## config.mk

```make
export PLATFORM = sky130hd
export DESIGN_NAME = cmp_seq_ctrl_flat
export DESIGN_NICKNAME = d
export VERILOG_FILES = /design/src/rtl/cmp_seq_pkg.sv /design/src/rtl/cmp_seq_ctrl_if.sv /design/src/rtl/cmp_seq_ctrl_slice.sv /design/src/rtl/cmp_seq_ctrl.sv /design/src/flat_wrapper.sv
export SDC_FILE = /design/constraint.sdc
export NUM_CORES = 1
export LEC_CHECK = 0
export CAP_MARGIN = 40
export CORE_ASPECT_RATIO = 0.7
export CORE_MARGIN = 1
export CORE_UTILIZATION = 50
export CTS_BUF_LIST = sky130_fd_sc_hd__clkbuf_8
export DETAILED_ROUTE_END_ITERATION = 16
export GPL_TIMING_DRIVEN = 0
export PLACE_DENSITY = 0.89
export SYNTH_ARGS = -nofsm -noshare
export SYNTH_HDL_FRONTEND = slang
export SYNTH_HIERARCHICAL = 1
export SYNTH_SLANG_ARGS = --single-unit
```

## constraint.sdc

```tcl
create_clock -name clk -period 3.1 [get_ports clk]
set_input_delay 0.465 -clock clk [delete_from_list [all_inputs] [get_ports clk]]
set_output_delay 0.465 -clock clk [all_outputs]
set_load 0.05 [all_outputs]
```

## src/rtl/cmp_seq_pkg.sv

```systemverilog
// Shared types and sizing helpers for the sequential pairwise comparator.
// No logic of its own; no latency or backpressure.
package cmp_seq_pkg;

  typedef enum logic [1:0] {IDLE, COMPARE, DONE} state_t;

  typedef enum logic [1:0] {GT = 2'd0, EQ = 2'd1, LT = 2'd2} cmpRes_t;

  localparam int DEF_WIDTH = 8;
  localparam int NPAIR     = DEF_WIDTH / 2;
  localparam int PAIRW     = $clog2(NPAIR) + 1;

  function automatic int nPairOf(input int width);
    return width / 2;
  endfunction

  // pairs must reach NPAIR itself, hence one extra bit over the index width
  function automatic int pairWOf(input int width);
    return $clog2(width / 2) + 1;
  endfunction

endpackage

```

## src/rtl/cmp_seq_ctrl_if.sv

```systemverilog
// Request/result bundle between a requester and cmp_seq_ctrl.
// start is only honoured while the controller is idle; no queuing.
interface cmp_seq_ctrl_if
  import cmp_seq_pkg::*;
#(
  parameter int WIDTH = DEF_WIDTH
);
  localparam int PW = pairWOf(WIDTH);

  logic             start;
  logic [WIDTH-1:0] a;
  logic [WIDTH-1:0] b;
  logic             busy;
  logic             done;
  logic             agtb;
  logic             aeqb;
  logic             altb;
  logic [PW-1:0]    pairs;

  modport master (
    output start, a, b,
    input  busy, done, agtb, aeqb, altb, pairs
  );

  modport slave (
    input  start, a, b,
    output busy, done, agtb, aeqb, altb, pairs
  );

endinterface

```

## src/rtl/cmp_seq_ctrl_slice.sv

```systemverilog
// Combinational 2-bit unsigned magnitude comparator; exactly one output high.
// Zero latency, no backpressure.
module cmp2_slice (
  input  logic [1:0] a,
  input  logic [1:0] b,
  output logic       gt,
  output logic       eq,
  output logic       lt
);

  assign gt = (a > b);
  assign eq = (a == b);
  assign lt = (a < b);

endmodule

```

## src/rtl/cmp_seq_ctrl.sv

```systemverilog
// Walks one 2-bit slice over WIDTH-bit operands MSB pair first; done after n+1 edges (n = pairs examined).
// start is ignored while busy or done; the requester must wait for idle.
module cmp_seq_ctrl
  import cmp_seq_pkg::*;
#(
  parameter int WIDTH = DEF_WIDTH
) (
  input logic           clk,
  input logic           rst,
  cmp_seq_ctrl_if.slave bus
);

  localparam int NP   = nPairOf(WIDTH);
  localparam int PW   = pairWOf(WIDTH);
  localparam int IDXW = (NP > 1) ? $clog2(NP) : 1;

  state_t           state;
  logic [WIDTH-1:0] aReg;
  logic [WIDTH-1:0] bReg;
  logic [IDXW-1:0]  idx;
  logic [PW-1:0]    pairCnt;
  logic             busyReg;
  logic             doneReg;
  logic             agtbReg;
  logic             aeqbReg;
  logic             altbReg;

  logic [1:0] pairA;
  logic [1:0] pairB;
  logic       sliceGt;
  logic       sliceEq;
  logic       sliceLt;
  cmpRes_t    res;

  assign pairA = aReg[{idx, 1'b0} +: 2];
  assign pairB = bReg[{idx, 1'b0} +: 2];

  cmp2_slice uSlice (
    .a  (pairA),
    .b  (pairB),
    .gt (sliceGt),
    .eq (sliceEq),
    .lt (sliceLt)
  );

  always_comb begin
    res = LT;
    case ({sliceGt, sliceEq, sliceLt})
      3'b100:  res = GT;
      3'b010:  res = EQ;
      default: res = LT;
    endcase
  end

  always_ff @(posedge clk) begin
    if (rst) begin
      state   <= IDLE;
      aReg    <= '0;
      bReg    <= '0;
      idx     <= '0;
      pairCnt <= '0;
      busyReg <= 1'b0;
      doneReg <= 1'b0;
      agtbReg <= 1'b0;
      aeqbReg <= 1'b0;
      altbReg <= 1'b0;
    end else begin
      case (state)
        IDLE: begin
          if (bus.start) begin
            aReg    <= bus.a;
            bReg    <= bus.b;
            idx     <= IDXW'(NP - 1);
            pairCnt <= '0;
            agtbReg <= 1'b0;
            aeqbReg <= 1'b0;
            altbReg <= 1'b0;
            busyReg <= 1'b1;
            state   <= COMPARE;
          end
        end
        COMPARE: begin
          pairCnt <= pairCnt + PW'(1);
          // an equal pair only continues while lower pairs remain
          if (res == EQ && idx != '0) begin
            idx <= idx - IDXW'(1);
          end else begin
            agtbReg <= (res == GT);
            aeqbReg <= (res == EQ);
            altbReg <= (res == LT);
            busyReg <= 1'b0;
            doneReg <= 1'b1;
            state   <= DONE;
          end
        end
        DONE: begin
          doneReg <= 1'b0;
          state   <= IDLE;
        end
        default: state <= IDLE;
      endcase
    end
  end

  assign bus.busy  = busyReg;
  assign bus.done  = doneReg;
  assign bus.agtb  = agtbReg;
  assign bus.aeqb  = aeqbReg;
  assign bus.altb  = altbReg;
  assign bus.pairs = pairCnt;

endmodule

```

## src/flat_wrapper.sv

```systemverilog
// flat-port wrapper written by rule: the top's interface ports become plain ports
module cmp_seq_ctrl_flat import cmp_seq_pkg::*;
#(
  parameter int WIDTH = DEF_WIDTH
)
  (clk, rst, bus_start, bus_a, bus_b, bus_busy, bus_done, bus_agtb, bus_aeqb, bus_altb, bus_pairs);
  cmp_seq_ctrl_if #(.WIDTH(WIDTH)) bus_i ();
  input logic clk;
  input logic rst;
  input wire logic [$bits(bus_i.start)-1:0] bus_start;
  input wire logic [$bits(bus_i.a)-1:0] bus_a;
  input wire logic [$bits(bus_i.b)-1:0] bus_b;
  output wire logic [$bits(bus_i.busy)-1:0] bus_busy;
  output wire logic [$bits(bus_i.done)-1:0] bus_done;
  output wire logic [$bits(bus_i.agtb)-1:0] bus_agtb;
  output wire logic [$bits(bus_i.aeqb)-1:0] bus_aeqb;
  output wire logic [$bits(bus_i.altb)-1:0] bus_altb;
  output wire logic [$bits(bus_i.pairs)-1:0] bus_pairs;
  assign bus_i.start = bus_start;
  assign bus_i.a = bus_a;
  assign bus_i.b = bus_b;
  assign bus_busy = bus_i.busy;
  assign bus_done = bus_i.done;
  assign bus_agtb = bus_i.agtb;
  assign bus_aeqb = bus_i.aeqb;
  assign bus_altb = bus_i.altb;
  assign bus_pairs = bus_i.pairs;
  cmp_seq_ctrl #(.WIDTH(WIDTH)) u_core (.clk(clk), .rst(rst), .bus(bus_i));
endmodule
```

# --- Word level (Yosys, flattened, before mapping) ---
# Cells that the tools add are included.
word_totals:
  register_bits: 28
  word_cells: 59
op_classes:
  addsub: 2
  magnitude_cmp: 2
  eq_ne: 10
  n_shift: 2
  mux: 21
  n_reduce_logical: 12
ops:
  columns: ["operator", "count"]
  rows:
  - ["$shiftx 8x4->2", 2]
  - ["$pmux 2 s2", 3]
  - ["$pmux 1 s2", 5]
  - ["$mux 2", 4]
  - ["$reduce_and 2->1", 4]
  - ["$mux 1", 7]
  - ["$pmux 3 s2", 1]
  - ["$reduce_and 3->1", 2]
  - ["$reduce_bool 2->1", 3]
  - ["$eq 2x1->1 const B", 2]
  - ["$eq 2x2->1 const B", 2]
  - ["$logic_not 2->1", 2]
  - ["$ne 2x2->1 const B", 2]
  - ["$add 3x1->3 const B", 1]
  - ["$eq 3x2->1 const B", 1]
  - ["$eq 3x3->1 const B", 1]
  - ["$mux 3", 1]
  - ["$eq 2x2->1", 1]
  - ["$gt 2x2->1", 1]
  - ["$lt 2x2->1", 1]
  - ["$ne 2x1->1 const B", 1]
  - ["$sub 2x1->2 const B", 1]
  - ["$logic_and 1x1->1", 1]

# --- Logic depth before layout (Yosys ltp) ---
# Gate-level depths: netlist of the first run.
depth:
  ltp_word: 8
  mapped_depth: 9

# --- Modules after synthesis ---
# The synthesis of the first run kept the hierarchy.
modules_own_cells:
  columns: ["mod", "instances", "cells_each", "area_each_um2"]
  rows:
  - ["cmp_seq_ctrl", 1, 117, 1201.2]
  - ["cmp2_slice", 1, 9, 62.6]

# --- Least setup slack after synthesis of the first run ---
# No wires, ideal clock.
synth_path:
  path_kind: "register -> register"
  start: "reg u_core.idx[0]"
  end: "reg u_core.idx[1]"
  arrival_time_ns: 2.263
  t_required_ns: 3.009
  path_slack_ns: 0.746
  path_stages_with_launch: 9
  synth_period_minus_slack_ns: 2.354
  path_cell_list: "dfxtp_1 > buf_2 > mux4_2 > ha_1 > nand2b_1 > and2_1 > nor4b_4 > a211oi_1 > a311oi_1"
synth_between:
  elab_chain_len: 8
synth_lines:
  columns: ["item", "line_no", "rtl"]
  rows:
  - ["start, declared", "cmp_seq_ctrl.sv:20", "logic [IDXW-1:0] idx;"]
  - ["start signal, assigned", "cmp_seq_ctrl.sv:73", "idx <= IDXW'(NP - 1);"]
  - ["start signal, assigned", "cmp_seq_ctrl.sv:86", "idx <= idx - IDXW'(1);"]
  - ["$shiftx 8x4->2 *", "cmp_seq_ctrl.sv:35", "assign pairA = aReg[{idx, 1'b0} +: 2];"]
  - ["net u_core.pairA[1]", "cmp_seq_ctrl.sv:28", "logic [1:0] pairA;"]
  - ["$lt 2x2->1 *", "cmp_seq_ctrl_slice.sv:13", "assign lt = (a < b);"]
  - ["net u_core.sliceLt", "cmp_seq_ctrl.sv:32", "logic sliceLt;"]
  - ["$eq 3x2->1 or $eq 3x3->1 (tied branches)", "cmp_seq_ctrl.sv:48", "case ({sliceGt, sliceEq, sliceLt})"]
  - ["$pmux 2 s2 *", "cmp_seq_ctrl.sv:48", null]
  - ["$eq 2x1->1 *", "cmp_seq_ctrl.sv:85", "if (res == EQ && idx != '0) begin"]
  - ["$logic_and 1x1->1 *", "cmp_seq_ctrl.sv:85", null]
  - ["$ne 2x1->1 (no source line) *", null, null]
  - ["$reduce_and 3->1 (no source line) *", null, null]
# The timed path passes the listed nets; every way through them passes the cells marked *. The select of a mux whose other input is x is not followed.
# A chain may end at the register's enable or synchronous reset.

# --- Final worst setup path of the first run ---
# Ends and elaborated chain as after synthesis.

==> flow_summary.ini, run 1 <==
[cts]
tritoncts = done
h-tree-depth = 1
cts_setup_buffers = 0
clock_sinks = 28
cts_made_buffers = 3
cts_resized = 0
clock_path_buffers = 2
clock_tree.root_cell = sky130_fd_sc_hd__clkbuf_8
path_clk_slew_ns = 0.09
cts_hold_buffers = 0
insertion_delay_to_the_later_sink_of_the_worst_skew_pair_ns = 0.28

[sta]
period_needed_ns = 2.66
setup_viol_count_final = 0
setup_tns_ns = 0
worst_clock_skew_ns = 0.00691
tightestPinTransition_ns = 0.500
report.final.slew_viol_count = 0
slew_headroom_pct = 66.6
fmax_mhz = 376
hold_violations = 0
grt_setup_unrepaired = no
finalHoldWorstSlack_ns = 0.482
timing.final.crit_share_pct = 85.8

[logic_synthesis]
yosys.cell_types.count = 29
sequential_share_of_the_synthesized_area_pct = 44.4
synth.net_count = 149
ys_async_sr_fraction_pct = 0
postSynthAreaPerCell_um2 = 10.0
synth_top_area_share_pct = 44.4
synth_enable_flop_cells = 0
yosys.cell_count.top_type = sky130_fd_sc_hd__dfxtp_1
ys.flop_type = sky130_fd_sc_hd__dfxtp_1
netlist_top_cells_count = sky130_fd_sc_hd__dfxtp_1 (28), sky130_fd_sc_hd__nor2_1 (23), sky130_fd_sc_hd__mux2i_1 (17)
post_synth_instance_area_um2 = 1260
synth-seq-cells = 28
synth_top_cells_by_area = sky130_fd_sc_hd__dfxtp_1 (44%), sky130_fd_sc_hd__mux2i_1 (13%), sky130_fd_sc_hd__mux4_2 (7.1%), sky130_fd_sc_hd__nor2_1 (6.8%), sky130_fd_sc_hd__ha_1 (4.0%)
synth.yosys.warnings = 6
yosys.area.top_type = sky130_fd_sc_hd__dfxtp_1
syn-instance-count = 126

[power_and_ir_drop]
vdd_ir_drop_max_v = 0.000452
power_per_cell_area_nw_per_um2 = 569
total_leakage_power_nw = 0.636

[cells_and_area]
final_cell_count_without_fillers = 187
finalNetCount = 179
post_route_cells_drive_above_1_share_pct = 10.3
count_of_inserted_antenna_diode_cells = 0
areaGrowthSynthToFinish_pct = 27.3
fillers = 155

[global_route]
grt-ovfl-total = 0
grt_max_degree = 16
grt_pass1_vias = 1028
grt_first_pass_wirelength_um = 4400
grt_use_total_pct = 23.4
initial_antenna_violation_count = 0

[setup_path]
critPathKind = reg -> reg
r2r_setup_slack_ns = 0.44
worst_setup_path_startpoint = u_core/idx[0]$_SDFFE_PP0P_
timing.critical_path.fanout_max = 8
path_delay_family = simple AND/OR/NAND/NOR gates
critical_path_required_ns = 3.29
path_cells = buf_2 -> mux4_2 -> ha_1 -> nand2b_1 -> and2_1 -> nor4b_4 -> a211oi_1 -> a311oi_1
startpoint_of_the_most_critical_register_to_register_path = u_core/idx[0]$_SDFFE_PP0P_
critical_path.reg2reg.endpoint = u_core/idx[1]$_SDFFE_PP0P_
r2r.worst_path.cells = 8
cp.depth = 8
max_stage_delay_ns = 0.52
crit_path_end_kind = flop
worstPathArrival_ns = 2.85
critical_path.endpoint = u_core/idx[1]$_SDFFE_PP0P_
timing.critical_path.from_type = flop
critPathBufInv = 1
critical_path_cell_with_the_highest_stage_delay = sky130_fd_sc_hd__mux4_2

[place]
gp_routability_congestion = 0.748
dp_hpwl_um = 2010
place.detailed.instances = 183
port-buffer-count = 25

[route]
drt.antenna.violating_nets = 0
dr.first_iter.drc_count = 56
detail_route.vias_per_cell = 5.63
detailroute.via_count = 1052
wire_per_inst_um = 14.9
route.final.wire_length_um = 2780
drcViolationCount = 0
first_pass_iters = 4

[floorplan]
die_width_um = 62.1
dieHeight_um = 44.1
initial_core_util_pct = 55.9
row_count = 14
core_area_um2 = 2260
io_pins = 27
die_area_um2 = 2740

[outcome]
run_status = complete, no violations

[min_path]
hp-class = reg -> reg
worstHoldStart = u_core/bus.busy$_SDFFE_PP0P_

[flow_run]
maxCapViolations = 0
[sequential cells by signal (all words and copies together), names as in the netlist]
register          cells
u_core/state          2
u_core/aReg           8
u_core/bReg           8
u_core/bus.done       1
u_core/idx            2
u_core/bus.aeqb       1
u_core/bus.agtb       1
u_core/bus.altb       1
u_core/bus.pairs      3
u_core/bus.busy       1
[worst reg2reg max path: cells and delay by family (launching register included)]
family | cells | cell delay (ns)
buffers and inverters | 1 | 0.21
adder cells (fa/ha/maj) | 1 | 0.32
flip-flops | 1 | 0.33
AND/OR/NAND/NOR | 3 | 0.76
multiplexers | 1 | 0.53
AO/OA/AOI/OAI | 2 | 0.41
[per-layer routing]
layer	wire length, um	track usage, %	share of wire [%]	vias to the layer above
met5	0	0	0	-
met3	166	8.48	6.0	6
li1	-	-	-	501
met1	1150	25.0	41	494
met4	33	9.78	1.2	0
met2	1430	41.3	51	51
[worst min path at each step]
| stage | cells after the start | endpoint | slack, ns |
|---|---|---|---|
| floorplan | 2 | u_core/aReg[4]$_SDFFE_PP0P_ | 0.45 |
| global placement | 2 | u_core/bus.busy$_SDFFE_PP0P_ | 0.46 |
| detailed placement | 2 | u_core/bus.done$_SDFFE_PP0P_ | 0.47 |
| CTS | 2 | u_core/bus.done$_SDFFE_PP0P_ | 0.49 |
| global route | 2 | u_core/bus.busy$_SDFFE_PP0P_ | 0.51 |
| finish | 2 | u_core/bus.busy$_SDFFE_PP0P_ | 0.48 |
[layout make-up]
cell class | count | area, um^2 | share of cell area [%]
Multi-Input combinational cell | 84 | 646 | 40.1
Tap cell | 32 | 40.0 | 2.49
Inverter | 7 | 26.3 | 1.63
Clock buffer | 4 | 55.1 | 3.42
Timing Repair Buffer | 25 | 250 | 15.6
Buffer | 7 | 31.3 | 1.94
Sequential cell | 28 | 561 | 34.8
[cell usage in the layout (no fill, tap or decap), drive strengths merged]
| cell | instances |
|---|---|
| xnor2 | 1 |
| clkdlybuf4s50 | 25 |
| a31oi | 2 |
| mux2i | 17 |
| nand2 | 2 |
| a31o | 1 |
| a21oi | 7 |
| buf | 4 |
| o21ai | 3 |
| and2b | 1 |
| and3b | 1 |
| o21bai | 1 |
| ha | 4 |
| a22oi | 2 |
| nand3 | 3 |
| nor3b | 2 |
| nor2 | 23 |
| a311oi | 1 |
| a211oi | 1 |
| dfxtp | 28 |
| nand3b | 1 |
| clkbuf | 7 |
| inv | 7 |
| and2 | 2 |
| nor4 | 1 |
| nor4b | 1 |
| mux4 | 4 |
| nand2b | 3 |
[report_power, final]
part | switching (mW) | internal (mW) | total (mW)
clock | 0.111 | 0.114 | 0.224
sequential | 0.0230 | 0.390 | 0.413
combinational | 0.149 | 0.130 | 0.279
total | 0.283 | 0.634 | 0.916
[stage by stage]
step | worst slack [ns] | instance area [um^2] | util [%] | power, mW
after global placement | 0.577 | 1550 | 68.8 | 0.677
after floorplan | 0.746 | 1260 | - | 0.617
after global routing | 0.247 | 1610 | 71.2 | 0.966
final | 0.440 | 1610 | 71.2 | 0.916
after detailed placement | 0.521 | 1550 | 68.8 | 0.693
after CTS | 0.446 | 1610 | 71.2 | 0.921
[logic make-up after synthesis]
kind of cell | count (synthesis) | share of synthesized area [%]
adders and majority gates | 4 | 3.96
and+or+nand+nor | 40 | 17.1
DFF | 28 | 44.4
buffers and inverters | 14 | 4.55
xor gates and xnor gates | 1 | 0.693
AOI/OAI and AO/OA | 18 | 8.71
muxes | 21 | 20.6
No activity file was read; power rests on OpenSTA's default activity.
==> inputs of run 2 (changes only) <==
--- a/config.mk
+++ b/config.mk
@@ -5,6 +5,7 @@
 export SDC_FILE = /design/constraint.sdc
 export NUM_CORES = 1
 export LEC_CHECK = 0
+export ABC_CLOCK_PERIOD_IN_PS = 3100
 export CAP_MARGIN = 40
 export CORE_ASPECT_RATIO = 0.7
 export CORE_MARGIN = 1
@@ -13,6 +14,7 @@
 export DETAILED_ROUTE_END_ITERATION = 16
 export GPL_TIMING_DRIVEN = 0
 export PLACE_DENSITY = 0.89
+export REMOVE_ABC_BUFFERS = 1
 export SYNTH_ARGS = -nofsm -noshare
 export SYNTH_HDL_FRONTEND = slang
 export SYNTH_HIERARCHICAL = 1
==> run 2 against run 1 <==
  * Clock power barely moved
  * Critical path depth fell by 1
  * Register-to-register slack got worse by 0.03 ns
  * Largest power group unchanged
  * Worst setup slack got worse by 0.032 ns
  * Sequential share of layout area fell by 0.32 points
==> flow_summary.ini, run 2 (synthesis gave the netlist of run 1 again) <==
[setup_path]
r2r_setup_slack_ns = 0.41
worstPathArrival_ns = 2.88
timing.critical_path.fanout_max = 8
critical_path.reg2reg.endpoint = u_core/idx[1]$_SDFFE_PP0P_
crit_path_end_kind = flop
critical_path_required_ns = 3.29
startpoint_of_the_most_critical_register_to_register_path = u_core/idx[0]$_SDFFE_PP0P_
r2r.worst_path.cells = 7
critPathKind = reg -> reg
timing.critical_path.from_type = flop

[cts]
cts_made_buffers = 3
clock_sinks = 28
clock_path_buffers = 2
h-tree-depth = 1
path_clk_slew_ns = 0.09
clock_tree.root_cell = sky130_fd_sc_hd__clkbuf_8
cts_resized = 0
tritoncts = done
cts_setup_buffers = 0
cts_hold_buffers = 0
insertion_delay_to_the_later_sink_of_the_worst_skew_pair_ns = 0.28

[route]
wire_per_inst_um = 14.8
route.final.wire_length_um = 2710
detail_route.vias_per_cell = 5.49
drt.antenna.violating_nets = 0
drcViolationCount = 0
dr.first_iter.drc_count = 49
detailroute.via_count = 1005
first_pass_iters = 4

[power_and_ir_drop]
total_power_mw = 0.921
cell_internal_pwr_mw = 0.637
vdd_ir_drop_max_v = 0.000371
power_frac_seq_pct = 45.4
total_leakage_power_nw = 0.634
clock_power_share_pct = 24.5
power.switching_mw = 0.285
power.switching_fraction_pct = 30.9
power.combinational.fraction_pct = 30.1
power_per_cell_area_nw_per_um2 = 567

[floorplan]
core_area_um2 = 2260
dieHeight_um = 44.1
die_width_um = 62.1
io_pins = 27
die_area_um2 = 2740
row_count = 14
initial_core_util_pct = 55.9

[cells_and_area]
count_of_inserted_antenna_diode_cells = 0
post_route_cells_drive_above_1_share_pct = 9.27
layout.cells.most_common = sky130_fd_sc_hd__dfxtp_1
mostFrequentLayoutCells = sky130_fd_sc_hd__dfxtp_1 (28), sky130_fd_sc_hd__clkdlybuf4s50_1 (26), sky130_fd_sc_hd__nor2_1 (23)
areaGrowthSynthToFinish_pct = 28.5
finalNetCount = 175
fillers = 164

[place]
place_ws_ns = 0.448
gp_routability_congestion = 0.774
dp_hpwl_um = 1970
port-buffer-count = 26

[min_path]
worst_min_delay_path_endpoint = u_core/bus.busy$_SDFFE_PP0P_
hp-class = reg -> reg
worstHoldPathCells = 2
worstHoldStart = u_core/bus.busy$_SDFFE_PP0P_

[global_route]
grt_max_degree = 17
grt_first_pass_wirelength_um = 4330
grt_pass1_vias = 986
grt-ovfl-total = 0
grt_use_total_pct = 23.1
initial_antenna_violation_count = 0

[sta]
timing.final.crit_share_pct = 86.8
worst_clock_skew_ns = 0.00334
fmax_mhz = 371
finalHoldWorstSlack_ns = 0.489
period_needed_ns = 2.69
setup_tns_ns = 0
hold_violations = 0
worst_slack_ns = 0.408
tightestPinTransition_ns = 0.499
report.final.slew_viol_count = 0
slew_headroom_pct = 66.6
setup_viol_count_final = 0
grt_setup_unrepaired = no

[flow_run]
maxCapViolations = 0

[outcome]
run_status = complete, no violations
==> run 2: final cells by class <==
| type | instances | area [um^2] | area share [%] |
|---|---|---|---|
| multi-input combinational | 84 | 652 | 40.1 |
| sequential | 28 | 561 | 34.5 |
| clock buffer | 4 | 55.1 | 3.39 |
| timing repair buffer | 28 | 290 | 17.9 |
| inverter | 7 | 26.3 | 1.62 |
| tap | 32 | 40.0 | 2.47 |
==> run 2: stage by stage <==
step           instance area, um^2  util (%)  std cells
6_report                      1620      71.9        183
5_1_grt                       1620      71.9        183
4_1_cts                       1620      71.9        183
3_5_place_dp                  1570      69.4        179
3_3_place_gp                  1530      67.8        177
2_1_floorplan                 1230         -        119
==> run 2: how the worst max path moves through the flow <==
stage | start | to | slack [ns] | cells past startpoint
after global placement | bus_start | u_core/aReg[7]$_SDFFE_PP0P_ | 0.35 | 4
after CTS | u_core/idx[0]$_SDFFE_PP0P_ | u_core/idx[1]$_SDFFE_PP0P_ | 0.40 | 7
after detailed placement | u_core/idx[0]$_SDFFE_PP0P_ | u_core/idx[1]$_SDFFE_PP0P_ | 0.45 | 7
final | u_core/idx[0]$_SDFFE_PP0P_ | u_core/idx[1]$_SDFFE_PP0P_ | 0.41 | 7
after floorplan | u_core/idx[0]$_SDFFE_PP0P_ | u_core/idx[1]$_SDFFE_PP0P_ | 0.67 | 7
after global routing | u_core/idx[0]$_SDFFE_PP0P_ | u_core/idx[1]$_SDFFE_PP0P_ | 0.20 | 7
==> run 2: worst max-delay path, cell delays in order, from the launching register on <==
cell and delay (ns):
sky130_fd_sc_hd__dfxtp_1 0.54, sky130_fd_sc_hd__mux4_2 0.55, sky130_fd_sc_hd__ha_1 0.33, sky130_fd_sc_hd__nand2b_1 0.07, sky130_fd_sc_hd__and2_1 0.22, sky130_fd_sc_hd__nor4b_4 0.48, sky130_fd_sc_hd__a211oi_1 0.15, sky130_fd_sc_hd__a311oi_1 0.26
==> run 2: power by group through the flow <==
stage | registers, mW | logic [mW] | clock network, mW
2_1_floorplan | 0.445 | 0.163 | 0
3_3_place_gp | 0.423 | 0.250 | 0
3_5_place_dp | 0.427 | 0.270 | 0
4_1_cts | 0.419 | 0.275 | 0.233
5_1_grt | 0.423 | 0.297 | 0.247
6_report | 0.419 | 0.277 | 0.226
==> run 2: layer usage <==
layer / GRT usage [%] / vias up / share of wire [%]
met4: 16.4 / 0 / 4.6
li1: - / 489 / -
met2: 38.3 / 38 / 52
met5: 0 / - / 0
met1: 25.8 / 466 / 40
met3: 5.56 / 12 / 4.1
